===== src/rtl/uart_rx.sv =====
// 8N1 serial receiver sampled once per bit by a bit-rate clock.
// Delivers each well-framed byte with a one-cycle strobe; cts is high only while idle.
module uart_rx #(
  parameter int DATA_BITS   = 8,
  parameter int SYNC_STAGES = 2
) (
  input  logic                 clock_115200hz,
  input  logic                 reset,
  input  logic                 rx,
  input  logic                 rts,
  output logic                 cts,
  output logic [DATA_BITS-1:0] rx_data,
  output logic                 rx_data_ready,
  output logic [1:0]           state_dbg
);

  localparam int CNT_W = (DATA_BITS > 1) ? $clog2(DATA_BITS) : 1;
  localparam logic [CNT_W-1:0] LAST_BIT = CNT_W'(DATA_BITS - 1);

  typedef enum logic [1:0] {
    IDLE      = 2'd0,
    DATA      = 2'd1,
    STOP      = 2'd2,
    WAIT_IDLE = 2'd3
  } state_t;

  state_t                 state_q;
  logic [SYNC_STAGES-1:0] sync_q;
  logic [SYNC_STAGES-1:0] sync_d;
  logic [CNT_W-1:0]       cnt_q;
  logic [DATA_BITS-1:0]   shift_q;
  logic [DATA_BITS-1:0]   shift_d;
  logic [DATA_BITS-1:0]   data_q;
  logic                   ready_q;
  logic                   cts_q;
  logic                   rx_s;
  logic                   unused_rts;

  // Flow control from the host is accepted but intentionally ignored.
  assign unused_rts = rts;

  assign rx_s    = sync_q[SYNC_STAGES-1];
  assign sync_d  = {sync_q[SYNC_STAGES-2:0], rx};
  assign shift_d = {rx_s, shift_q[DATA_BITS-1:1]};

  always_ff @(posedge clock_115200hz or negedge reset) begin
    if (!reset) begin
      sync_q  <= '1;
      state_q <= IDLE;
      cnt_q   <= '0;
      shift_q <= '0;
      data_q  <= '0;
      ready_q <= 1'b0;
      cts_q   <= 1'b0;
    end else begin
      sync_q  <= sync_d;
      ready_q <= 1'b0;
      case (state_q)
        IDLE: begin
          cts_q <= 1'b1;
          if (!rx_s) begin
            state_q <= DATA;
            cnt_q   <= '0;
            cts_q   <= 1'b0;
          end
        end
        DATA: begin
          shift_q <= shift_d;
          cnt_q   <= cnt_q + CNT_W'(1);
          if (cnt_q == LAST_BIT) state_q <= STOP;
        end
        STOP: begin
          if (rx_s) begin
            data_q  <= shift_q;
            ready_q <= 1'b1;
            cts_q   <= 1'b1;
            state_q <= IDLE;
          end else begin
            // Framing error or break: drop the byte and wait for the line to recover.
            state_q <= WAIT_IDLE;
          end
        end
        WAIT_IDLE: begin
          if (rx_s) begin
            state_q <= IDLE;
            cts_q   <= 1'b1;
          end
        end
        default: state_q <= IDLE;
      endcase
    end
  end

  assign cts           = cts_q;
  assign rx_data       = data_q;
  assign rx_data_ready = ready_q;
  assign state_dbg     = state_q;

endmodule


===== config.mk =====
export PLATFORM = sky130hd
export DESIGN_NAME = uart_rx
export DESIGN_NICKNAME = d
export VERILOG_FILES = /design/src/rtl/uart_rx.sv
export SDC_FILE = /design/constraint.sdc
export NUM_CORES = 1
export LEC_CHECK = 0
export ABC_AREA = 0
export BUFFER_PORTS_ARGS = -buffer_cell sky130_fd_sc_hd__buf_2
export CAP_MARGIN = 20
export CORE_UTILIZATION = 52
export CTS_CLUSTER_DIAMETER = 150
export DETAILED_ROUTE_END_ITERATION = 12
export GPL_TIMING_DRIVEN = 0
export HOLD_SLACK_MARGIN = 0.05
export PLACE_DENSITY = 0.77
export SLEW_MARGIN = 15
export SYNTH_ARGS = -nofsm -noshare
export SYNTH_HDL_FRONTEND = slang
export SYNTH_SLANG_ARGS = --single-unit

===== constraint.sdc =====
create_clock -name clock_115200hz -period 1.7 [get_ports clock_115200hz]
set_clock_uncertainty 0.2 [all_clocks]
set_input_delay 0.085 -clock clock_115200hz [delete_from_list [all_inputs] [get_ports clock_115200hz]]
set_output_delay 0.085 -clock clock_115200hz [all_outputs]
set_load 0.05 [all_outputs]

# After elaboration in Yosys (flattened, before gate mapping)
# Cells that the tools add are included.
[word_totals] regBits=25 inputBits=4 output_inout_bits=12 word_cells=35
[classes] n_mux=11 add_sub_neg=1 reduce_logical=8 n_eq_ne=8
[op_table] operator="2-to-1 mux 2 bit" n=4
[op_table] operator="case mux 2 bit (4 select lines)" n=1
[op_table] operator="!= test 2 bit, second input constant" n=3
[op_table] operator="case mux 3 bit (2 select lines)" n=1
[op_table] operator="AND reduction 2 bit" n=3
[op_table] operator="equality test 2 bit, second input constant" n=2
[op_table] operator="nonzero test 2 bit" n=2
[op_table] operator="adder 3 x 1 -> 3 bit, second input constant" n=1
[op_table] operator="equality test 3 bit, second input constant" n=1
[op_table] operator="2-to-1 mux 1 bit" n=3
[op_table] operator="2-to-1 mux 3 bit" n=1
[op_table] operator="AND reduction 3 bit" n=1
[op_table] operator="equality test 2 x 1 -> 1 bit, second input constant" n=1
[op_table] operator="logical NOT 2 bit" n=1
[op_table] operator="!= test 2 x 1 -> 1 bit, second input constant" n=1
[op_table] operator="case mux 1 bit (2 select lines)" n=1
[op_table] operator="OR reduction 2 bit" n=1

# Longest topological paths before layout
# Gate-level depths: netlist of the first run.
[depth] word_depth=4 mapped_depth=4 depth_no_buf=3

# Worst setup path after synthesis of the first run
# No wires, ideal clock.
[synth_timing] kind="register to register" startpoint="register state_q[0], in the netlist state_dbg[0]" endpoint="register data_q[0], in the netlist rx_data[0]" slack_ps=106 path_stages_with_launch=4 synth_period_minus_slack_ps=1594 setup_time_ps=125 arrival_ps=1270 required_time_ps=1375 n_path_buf=0 cell_sequence="dfrtp_1 > nor2b_2 > nand2_2 > mux2_2"
[synth_between] elab_chain_cells=2
[synth_rtl] item="start: declaration" line_no="27" text="state_t state_q;"
[synth_rtl] item="start signal: assignment" line_no="49" text="state_q <= IDLE;"
[synth_rtl] item="start signal: assignment" line_no="62" text="state_q <= DATA;"
[synth_rtl] item="start signal: assignment" line_no="70" text="if (cnt_q == LAST_BIT) state_q <= STOP;"
[synth_rtl] item="equality test 2 bit" line_no="58" text="case (state_q)"
[synth_rtl] item="AND reduction 2 bit (no source line)"
[synth_rtl] item="end signal: assignment" line_no="74" text="data_q <= shift_q;"
[synth_rtl] item="end: declaration" line_no="33" text="logic [DATA_BITS-1:0] data_q;"
# No other way between the ends.
# A chain may end at the register's enable or synchronous reset.

# Final worst setup path of the first run
[layout_timing] startpoint="register sync_q[1]" endpoint="register data_q[1], in the netlist rx_data[1]"
[layout_between] elab_chain_cells=1
[layout_rtl] item="start: declaration" line_no="28" text="logic [SYNC_STAGES-1:0] sync_q;"
[layout_rtl] item="start signal: assignment" line_no="56" text="sync_q <= sync_d;"
[layout_rtl] item="AND reduction 2 bit (no source line)"
# No other way between the ends.

==> results of run 1 <==
==> stage by stage <==
step | hold slack [ns] | instance area (um^2) | worst slack, ns
floorplan | -0.4106 | 943.4 | 0.1057
global placement | -0.1114 | 1045 | 0.2222
detailed placement | -0.1107 | 1045 | 0.2009
CTS | 0.07654 | 1095 | 0.1884
global route | 0.09707 | 1095 | 0.1367
finish | 0.07308 | 1095 | 0.1991
==> sequential cells by signal, indices dropped and copies added (netlist names) <==
signal and count:
rx_data 8, rx_data_ready 1, cts 1, state_dbg 2, shift_q 8, cnt_q 3, sync_q 2
==> routing by layer <==
layer	track usage	vias to the layer above	routed length, um
met5	0	-	0
met4	0.05455	0	14
met3	0.03673	2	40
met2	0.2324	13	602
met1	0.2075	254	713
li1	-	291	-
==> how the worst max path moves through the flow <==
stage                             to  slack (ns)  cells after the start
after floorplan           rx_data[0]        0.11                      3
after global placement    rx_data[3]        0.22                      3
after detailed placement  rx_data[1]        0.20                      3
after CTS                 rx_data[7]        0.19                      3
after global routing      rx_data[4]        0.14                      3
final                     rx_data[1]        0.20                      3
==> repair_timing <==
item,4_1_cts,5_1_grt
gates resized for setup,0,0
endpoints found under the hold margin,26,0
hold buffers,2,0
==> layout by cell type, fill, tap and decap left out, drive strengths merged <==
cell type    synthesis  routed
ha                   2       2
dfrtp               23      23
a21oi                2       2
nand2b               1       1
dlygate4sd3          0       2
clkbuf               0       3
mux2                 8       8
buf                  2      16
or2                  1       1
nor2                 2       2
dfstp                2       2
clkinvlp             0       1
inv                  2       2
a22o                 3       3
nor2b                2       2
nand2               23      23
o21ai                4       4
==> cells by family after synthesis <==
kind of cell               synth area share
AOI/OAI and AO/OA                   0.05969
buffers and inverters               0.02122
and+or+nand+nor                      0.1313
DFF                                  0.6658
adders and majority gates           0.02652
muxes                               0.09549
==> cell type report <==
cell class	count	area share
Timing Repair Buffer	16	0.08229
Tap cell	25	0.02857
Sequential cell	25	0.5737
Multi-Input combinational cell	48	0.2697
Buffer	2	0.01143
Inverter	2	0.006857
Clock buffer	3	0.02057
Clock inverter	1	0.006857
==> reports/metrics.csv, run 1 <==
stage,metric,value,unit
final_layout,drive_gt1_frac,0.3299,
placed_design,hpwl,926.4,um
clock_network,htreeDepth,1,
outcome,outcome,finished clean,
clock_network,post_cts_buffers,0,
setup_path,path_class,reg -> reg,
synth,synth.top_cells.by_count,"23 x dfrtp_1, 22 x nand2_1, 8 x mux2_2",
synth,syn_inst,77,
sta,rsz0062_at_grt,false,
sta,relSlewSlack,0.6509,
clock_network,clkTransAtPathRegs,0.13,ns
floorplanning,row_count,15,
final_layout,final_nets,104,
global_route,grt_pass1_wl,2.139,mm
clock_network,insertion_delay,0.31,ns
sta,maxSlewViolCount,0,
final_layout,areaGrowthSynthToFinish,16.05,%
drt,first_pass_iters,4,
synth,ys_types,17,
final_layout,seqCellArea,628.1,um^2
setup_path,worst_ep_arrival_time,1.51,ns
synth,seq_area_frac_synth,0.6658,
sta,worst_pin_slew,0.5236,ns
global_route,antenna_found_initial,0,
setup_path,worstPathCellList,nor2b_2 -> nand2_2 -> mux2_2,
final_layout,final_core_util,0.6410,
setup_path,crit_path_max_incr_delay,0.55,ns
floorplanning,io_pins,16,
sta,period_share,0.8829,
synth,ys.flop_type,dfrtp_1,
drt,drc_errors,0,
setup_path,worst_path_max_delay_cell,dfstp_2,
floorplanning,dieArea,1989,um^2
placed_design,io_buffers,14,
clock_network,cts_root_buf,clkbuf_4,
drt,drt_iter0_markers,6,
placed_design,place_inst,116,
synth,ys_async_sr_fraction,1.000,
synth,yosysMostFrequentCell,dfrtp_1,
clock_network,cts_tree,built,
drt,num_vias,560,
synth,yosysWarnings,0,
setup_path,start_kind,register,
synth,yosys.area.top_type,dfrtp_1,
synth,yosysTopAreaCellShare,0.6101,
floorplanning,die_h,44.60,um
setup_path,rr_worst_depth,3,
final_layout,n_fill_cell,143,
sta,max_freq,666.3,MHz
final_layout,instances_no_fill,122,
final_layout,antenna_cells,0,
setup_path,rrSetupSlack,0.20,ns
clock_network,cts_sinks,25,
sta,finalHoldViolations,0,
setup_path,critPathBufInv,0,
floorplanning,die_x,44.60,um
global_route,grt.overflow.total,0,
synth,syn-num-nets,83,
job,drv_cap,0,
synth,synth_edf_count,0,
global_route,grt_max_degree,26,
global_route,grt_use_total,0.1505,
worst_hold_path,hp-class,in -> async,
clock_network,cts_buffers,3,
synth,synth-seq-cells,25,
setup_path,critical_path.top_delay_family,flip-flops,
synth,syn-cell-area,943.4,um^2
drt,viasPerCell,4.590,
final_layout,multiInputGateArea,295.3,um^2
setup_path,end_kind,register,
global_route,first_global_vias,497,
setup_path,r2r-end,rx_data[1],
placed_design,globalplace.congestion,0.6956,
clock_network,clock_path_buffers,2,
sta,final-setup-viol-count,0,
sta,finalSetupTns,0,ns
sta,period_needed,1.501,ns
setup_path,cp_data_required_time,1.71,ns
synth,synth_area_leaders,"dfrtp_1 61%, mux2_2 9.5%, nand2_1 8.8%",
setup_path,critPathLaunch,sync_q[1],
setup_path,worstPathMaxFanout,9,
drt,antenna_left,0,
drt,routedWlPerCell,11.23,um
synth,syn-mean-instance-area,12.25,um^2
floorplanning,core-area,1708,um^2
setup_path,r2r-start,sync_q[1],
floorplanning,start_util,0.5524,
drt,wl,1.370,mm
Power of run 1 is not shown: default switching activity piles up to over one toggle a cycle in this logic, so the estimate is an artifact.
==> run 2: changes to the inputs <==
--- a/config.mk
+++ b/config.mk
@@ -8,12 +8,12 @@
 export ABC_AREA = 0
 export BUFFER_PORTS_ARGS = -buffer_cell sky130_fd_sc_hd__buf_2
 export CAP_MARGIN = 20
-export CORE_UTILIZATION = 52
+export CORE_UTILIZATION = 35
 export CTS_CLUSTER_DIAMETER = 150
 export DETAILED_ROUTE_END_ITERATION = 12
 export GPL_TIMING_DRIVEN = 0
 export HOLD_SLACK_MARGIN = 0.05
-export PLACE_DENSITY = 0.77
+export PLACE_DENSITY = 0.56
 export SLEW_MARGIN = 15
 export SYNTH_ARGS = -nofsm -noshare
 export SYNTH_HDL_FRONTEND = slang
==> run 2 against run 1 <==
Non-clock buffer count stayed put. First-iteration DRC count shrank 17%. Final area is 0.57% higher. Critical path depth unchanged. Utilization is 20 points lower. Critical endpoint is now rx_data[4].
==> reports/metrics.csv, run 2 (synthesis gave the netlist of run 1 again) <==
stage,metric,value,unit,change
outcome,outcome,finished clean,,
setup_path,critical_path.top_delay_family,flip-flops,,
drt,num_vias,574,,+2.5%
clock_network,holdBufCountCts,2,,unchanged
sta,finalSetupTns,0,ns,unchanged
sta,period_share,0.8925,,+0.009591
setup_path,r2r-end,rx_data[4],,
setup_path,start_kind,register,,
global_route,grt_pass1_wl,2.456,mm,+15%
global_route,grt_max_degree,26,,unchanged
final_layout,most-common-layout-cells,"23 x dfrtp_1, 22 x nand2_1, 15 x buf_2",,
setup_path,rr_worst_depth,3,,unchanged
drt,drt_iter0_markers,5,,-1
placed_design,globalplace.congestion,0.6914,,-0.60%
floorplanning,core-area,2522,um^2,+48%
final_layout,areaGrowthSynthToFinish,16.71,%,
setup_path,end_kind,register,,
global_route,grt.overflow.total,0,,unchanged
sta,final-setup-viol-count,0,,unchanged
sta,finalHoldViolations,0,,unchanged
sta,max_freq,659.1,MHz,-1.1%
final_layout,antenna_cells,0,,unchanged
drt,wl,1.453,mm,+6.1%
global_route,grt_use_total,0.1231,,-0.02738
sta,maxSlewViolCount,0,,unchanged
setup_path,cp_data_required_time,1.72,ns,about the same
drt,viasPerCell,4.520,,-1.5%
sta,relSlewSlack,0.6425,,-0.008468
setup_path,rrSetupSlack,0.18,ns,-0.02 ns
final_layout,drive_gt1_frac,0.3299,,unchanged
setup_path,path_depth,3,,unchanged
clock_network,cts_resized,0,,unchanged
placed_design,io_buffers,14,,unchanged
clock_network,cts_tree,built,,
final_layout,n_fill_cell,249,,+74%
drt,antenna_left,0,,unchanged
setup_path,critPathBufInv,0,,unchanged
setup_path,crit_path_max_incr_delay,0.55,ns,about the same
floorplanning,die_x,53.92,um,+21%
clock_network,cts_buffers,3,,unchanged
floorplanning,io_pins,16,,unchanged
drt,first_pass_iters,4,,unchanged
drt,routedWlPerCell,11.44,um,+1.9%
floorplanning,row_count,18,,+3
final_layout,final_common_cell,dfrtp_1,,
clock_network,cts_sinks,25,,unchanged
clock_network,cts_root_buf,clkbuf_4,,
worst_hold_path,hp-class,in -> async,,
setup_path,worst_ep_arrival_time,1.53,ns,+0.02 ns
setup_path,worstSetupEndpoint,rx_data[4],,
sta,rsz0062_at_grt,false,,
sta,period_needed,1.517,ns,+0.01630 ns
global_route,first_global_vias,556,,+12%
clock_network,clock_path_buffers,2,,unchanged
floorplanning,start_util,0.3740,,-0.1784
floorplanning,dieArea,2907,um^2,+46%
job,drv_cap,0,,unchanged
clock_network,clkTransAtPathRegs,0.14,ns,about the same
drt,drc_errors,0,,unchanged
placed_design,hpwl,954.1,um,+3.0%
final_layout,final_nets,104,,unchanged
clock_network,insertion_delay,0.32,ns,about the same
sta,worst_pin_slew,0.5363,ns,+0.01270 ns
setup_path,worstPathCellList,nor2b_2 -> nand2_2 -> mux2_2,,
setup_path,worstPathMaxFanout,9,,unchanged
setup_path,path_class,reg -> reg,,
setup_path,r2r-start,sync_q[1],,
floorplanning,die_h,53.92,um,+21%
clock_network,htreeDepth,1,,unchanged
setup_path,worst_path_max_delay_cell,dfstp_2,,
setup_path,critPathLaunch,sync_q[1],,
global_route,antenna_found_initial,0,,unchanged
clock_network,post_cts_buffers,0,,unchanged
[run 2: cell counts in the layout (fill, tap and decap cells not counted)]
No cell type changed its count.
[run 2: how the worst min path moves through the flow]
| stage | startpoint | to | depth (start not counted) |
|---|---|---|---|
| floorplan | reset | cnt_q[0] | 0 |
| global placement | reset | rx_data[1] | 1 |
| detailed placement | reset | rx_data[0] | 1 |
| CTS | reset | rx_data[0] | 2 |
| global route | reset | shift_q[1] | 2 |
| finish | reset | rx_data[5] | 2 |
[run 2: layout make-up]
cell class	count	area, um^2	share of cell area
Timing Repair Buffer	16	90.09	0.08182
Tap cell	30	37.54	0.03409
Buffer	2	12.51	0.01136
Clock inverter	1	7.507	0.006818
Multi-Input combinational cell	48	295.3	0.2682
Clock buffer	3	22.52	0.02045
Inverter	2	7.507	0.006818
Sequential cell	25	628.1	0.5705
[run 2: worst reg2reg max path, cell delays in order (launching register included)]
cell and delay [ns]:
dfstp_2 0.55, nor2b_2 0.19, nand2_2 0.17, mux2_2 0.31
[run 2: stage by stage]
stage               utilization  hold slack (ns)  instance area [um^2]  setup slack, ns  instances
floorplan                     -          -0.4106                 943.4           0.1057         77
global placement         0.4167         -0.09816                  1051           0.1794        121
detailed placement       0.4167         -0.09649                  1051           0.1835        121
CTS                      0.4365          0.06817                  1101           0.1613        127
global route             0.4365          0.09473                  1101          0.09896        127
finish                   0.4365          0.05694                  1101           0.1828        127
[run 2: layer usage]
metal / share of wire / vias to the layer above / global-route usage
li1: - / 292 / -
met1: 0.52 / 265 / 0.1558
met2: 0.41 / 15 / 0.1831
met3: 0.056 / 2 / 0.05932
met4: 0.0089 / 0 / 0.03947
met5: 0 / - / 0
Power of run 2 is left out for the same reason.
==> run 3: changes to the inputs <==
--- a/config.mk
+++ b/config.mk
@@ -7,13 +7,13 @@
 export LEC_CHECK = 0
 export ABC_AREA = 0
 export BUFFER_PORTS_ARGS = -buffer_cell sky130_fd_sc_hd__buf_2
-export CAP_MARGIN = 20
 export CORE_UTILIZATION = 35
 export CTS_CLUSTER_DIAMETER = 150
 export DETAILED_ROUTE_END_ITERATION = 12
 export GPL_TIMING_DRIVEN = 0
 export HOLD_SLACK_MARGIN = 0.05
 export PLACE_DENSITY = 0.56
+export REMOVE_ABC_BUFFERS = 1
 export SLEW_MARGIN = 15
 export SYNTH_ARGS = -nofsm -noshare
 export SYNTH_HDL_FRONTEND = slang
==> run 3 against run 2 <==
First-iteration DRC count rose to 2.6 times the previous value. Setup slack barely moved. Register-to-register slack barely moved. Hold slack improved by 0.0030 ns. Final area fell by 0.91%. Die area did not move. Critical path depth did not move.
==> reports/metrics.csv, run 3 (synthesis gave the netlist of run 1 again) <==
stage,metric,value,unit,change
clock_network,clkTransAtPathRegs,0.14,ns,about the same
drt,antenna_left,0,,unchanged
sta,max_freq,659.1,MHz,about the same
setup_path,crit_path_max_incr_delay,0.55,ns,about the same
setup_path,rrSetupSlack,0.18,ns,about the same
drt,viasPerCell,4.768,,+5.5%
sta,rsz0062_at_grt,false,,
sta,maxSlewViolCount,0,,unchanged
setup_path,critPathBufInv,0,,unchanged
sta,worst_pin_slew,0.5547,ns,+0.01837 ns
placed_design,globalplace.congestion,0.6728,,-2.7%
floorplanning,start_util,0.3740,,unchanged
sta,final-setup-viol-count,0,,unchanged
setup_path,worstPathCellList,nor2b_2 -> nand2_2 -> mux2_2,,
setup_path,rr_worst_depth,3,,unchanged
global_route,grt.overflow.total,0,,unchanged
global_route,grt_use_total,0.1242,,+0.001038
outcome,outcome,finished clean,,
sta,period_share,0.8924,,about the same
global_route,first_global_vias,566,,+1.8%
drt,drt_iter0_markers,13,,+8
clock_network,htreeDepth,1,,unchanged
global_route,grt_pass1_wl,2.477,mm,+0.86%
placed_design,pre_cts_slack,0.1065,ns,-0.07701 ns
global_route,grt_max_degree,26,,unchanged
sta,finalHoldViolations,0,,unchanged
setup_path,worstPathMaxFanout,9,,unchanged
setup_path,r2r-end,rx_data[7],,
setup_path,cp_data_required_time,1.71,ns,about the same
setup_path,start_kind,register,,
placed_design,hpwl,937.9,um,-1.7%
floorplanning,die_h,53.92,um,unchanged
clock_network,post_cts_buffers,0,,unchanged
drt,first_pass_iters,4,,unchanged
sta,finalSetupTns,0,ns,unchanged
sta,relSlewSlack,0.6302,,-0.01225
final_layout,final_nets,102,,-1.9%
final_layout,areaGrowthSynthToFinish,15.65,%,
drt,num_vias,596,,+3.8%
clock_network,insertion_delay,0.32,ns,about the same
setup_path,critical_path.top_delay_family,flip-flops,,
clock_network,cts_sinks,25,,unchanged
global_route,antenna_found_initial,0,,unchanged
floorplanning,row_count,18,,unchanged
floorplanning,dieArea,2907,um^2,unchanged
job,drv_cap,0,,unchanged
sta,period_needed,1.517,ns,-0.00006600 ns
drt,wl,1.465,mm,+0.83%
setup_path,end_kind,register,,
floorplanning,io_pins,16,,unchanged
setup_path,path_depth,3,,unchanged
drt,routedWlPerCell,11.72,um,+2.4%
placed_design,io_buffers,14,,unchanged
final_layout,n_fill_cell,242,,-2.8%
sta,fin_worst_hold_slack,0.05996,ns,+0.003016 ns
setup_path,path_class,reg -> reg,,
final_layout,antenna_cells,0,,unchanged
worst_hold_path,hp-class,in -> async,,
setup_path,worst_path_max_delay_cell,dfstp_2,,
floorplanning,die_x,53.92,um,unchanged
setup_path,worstSetupEndpoint,rx_data[7],,
final_layout,most-common-layout-cells,"23 x dfrtp_1, 22 x nand2_1, 14 x buf_2",,
setup_path,r2r-start,sync_q[1],,
drt,drc_errors,0,,unchanged
clock_network,cts_tree,built,,
floorplanning,core-area,2522,um^2,unchanged
clock_network,cts_root_buf,clkbuf_4,,
final_layout,final_common_cell,dfrtp_1,,
clock_network,cts_buffers,3,,unchanged
setup_path,worst_ep_arrival_time,1.53,ns,about the same
sta,fin_ws,0.1829,ns,+0.00006600 ns
clock_network,clock_path_buffers,2,,unchanged
final_layout,drive_gt1_frac,0.3263,,-0.003581
setup_path,critPathLaunch,sync_q[1],,
==> run 3: changes by cell type in the layout (fill, tap and decap cells not counted) <==
cell     before  now
buf_2        15   14
buf_4         1    0
nor2b_2       1    2
nor2b_1       1    0
==> run 3: final cells by class <==
type / count / area, um^2 / area share
clock inverter: 1 / 7.507 / 0.006881
multi-input combinational: 48 / 297.8 / 0.2729
sequential: 25 / 628.1 / 0.5757
timing repair buffer: 16 / 90.09 / 0.08257
inverter: 2 / 7.507 / 0.006881
tap: 30 / 37.54 / 0.03440
clock buffer: 3 / 22.52 / 0.02064
==> run 3: what timing repair did <==
item	CTS	global route
hold buffers	2	0
setup endpoints to repair	0	7
endpoints found under the hold margin	26	0
gates resized for setup	0	1
==> run 3: worst min-delay path by stage <==
stage	startpoint	endpoint	slack, ns	depth (start not counted)
CTS	reset	rx_data[5]	0.07	2
floorplan	reset	cnt_q[0]	-0.41	0
detailed placement	reset	rx_data[5]	-0.09	1
global placement	reset	rx_data[5]	-0.10	1
finish	reset	rx_data[5]	0.06	2
global route	reset	rx_data[4]	0.11	2
==> run 3: metal layers <==
| layer | vias up | GRT usage | share of wire |
|---|---|---|---|
| met3 | 2 | 0.05085 | 0.050 |
| met4 | 0 | 0.05263 | 0.0089 |
| met5 | - | 0 | 0 |
| met2 | 18 | 0.1934 | 0.46 |
| met1 | 287 | 0.1503 | 0.48 |
| li1 | 289 | - | - |
==> run 3: per-stage QoR <==
step / util / instance area [um^2] / instances
after floorplan: - / 930.9 / 75
after global placement: 0.4117 / 1039 / 119
after detailed placement: 0.4117 / 1039 / 119
after CTS: 0.4315 / 1089 / 125
after global routing: 0.4325 / 1091 / 125
final: 0.4325 / 1091 / 125
Power of run 3 is left out for the same reason.
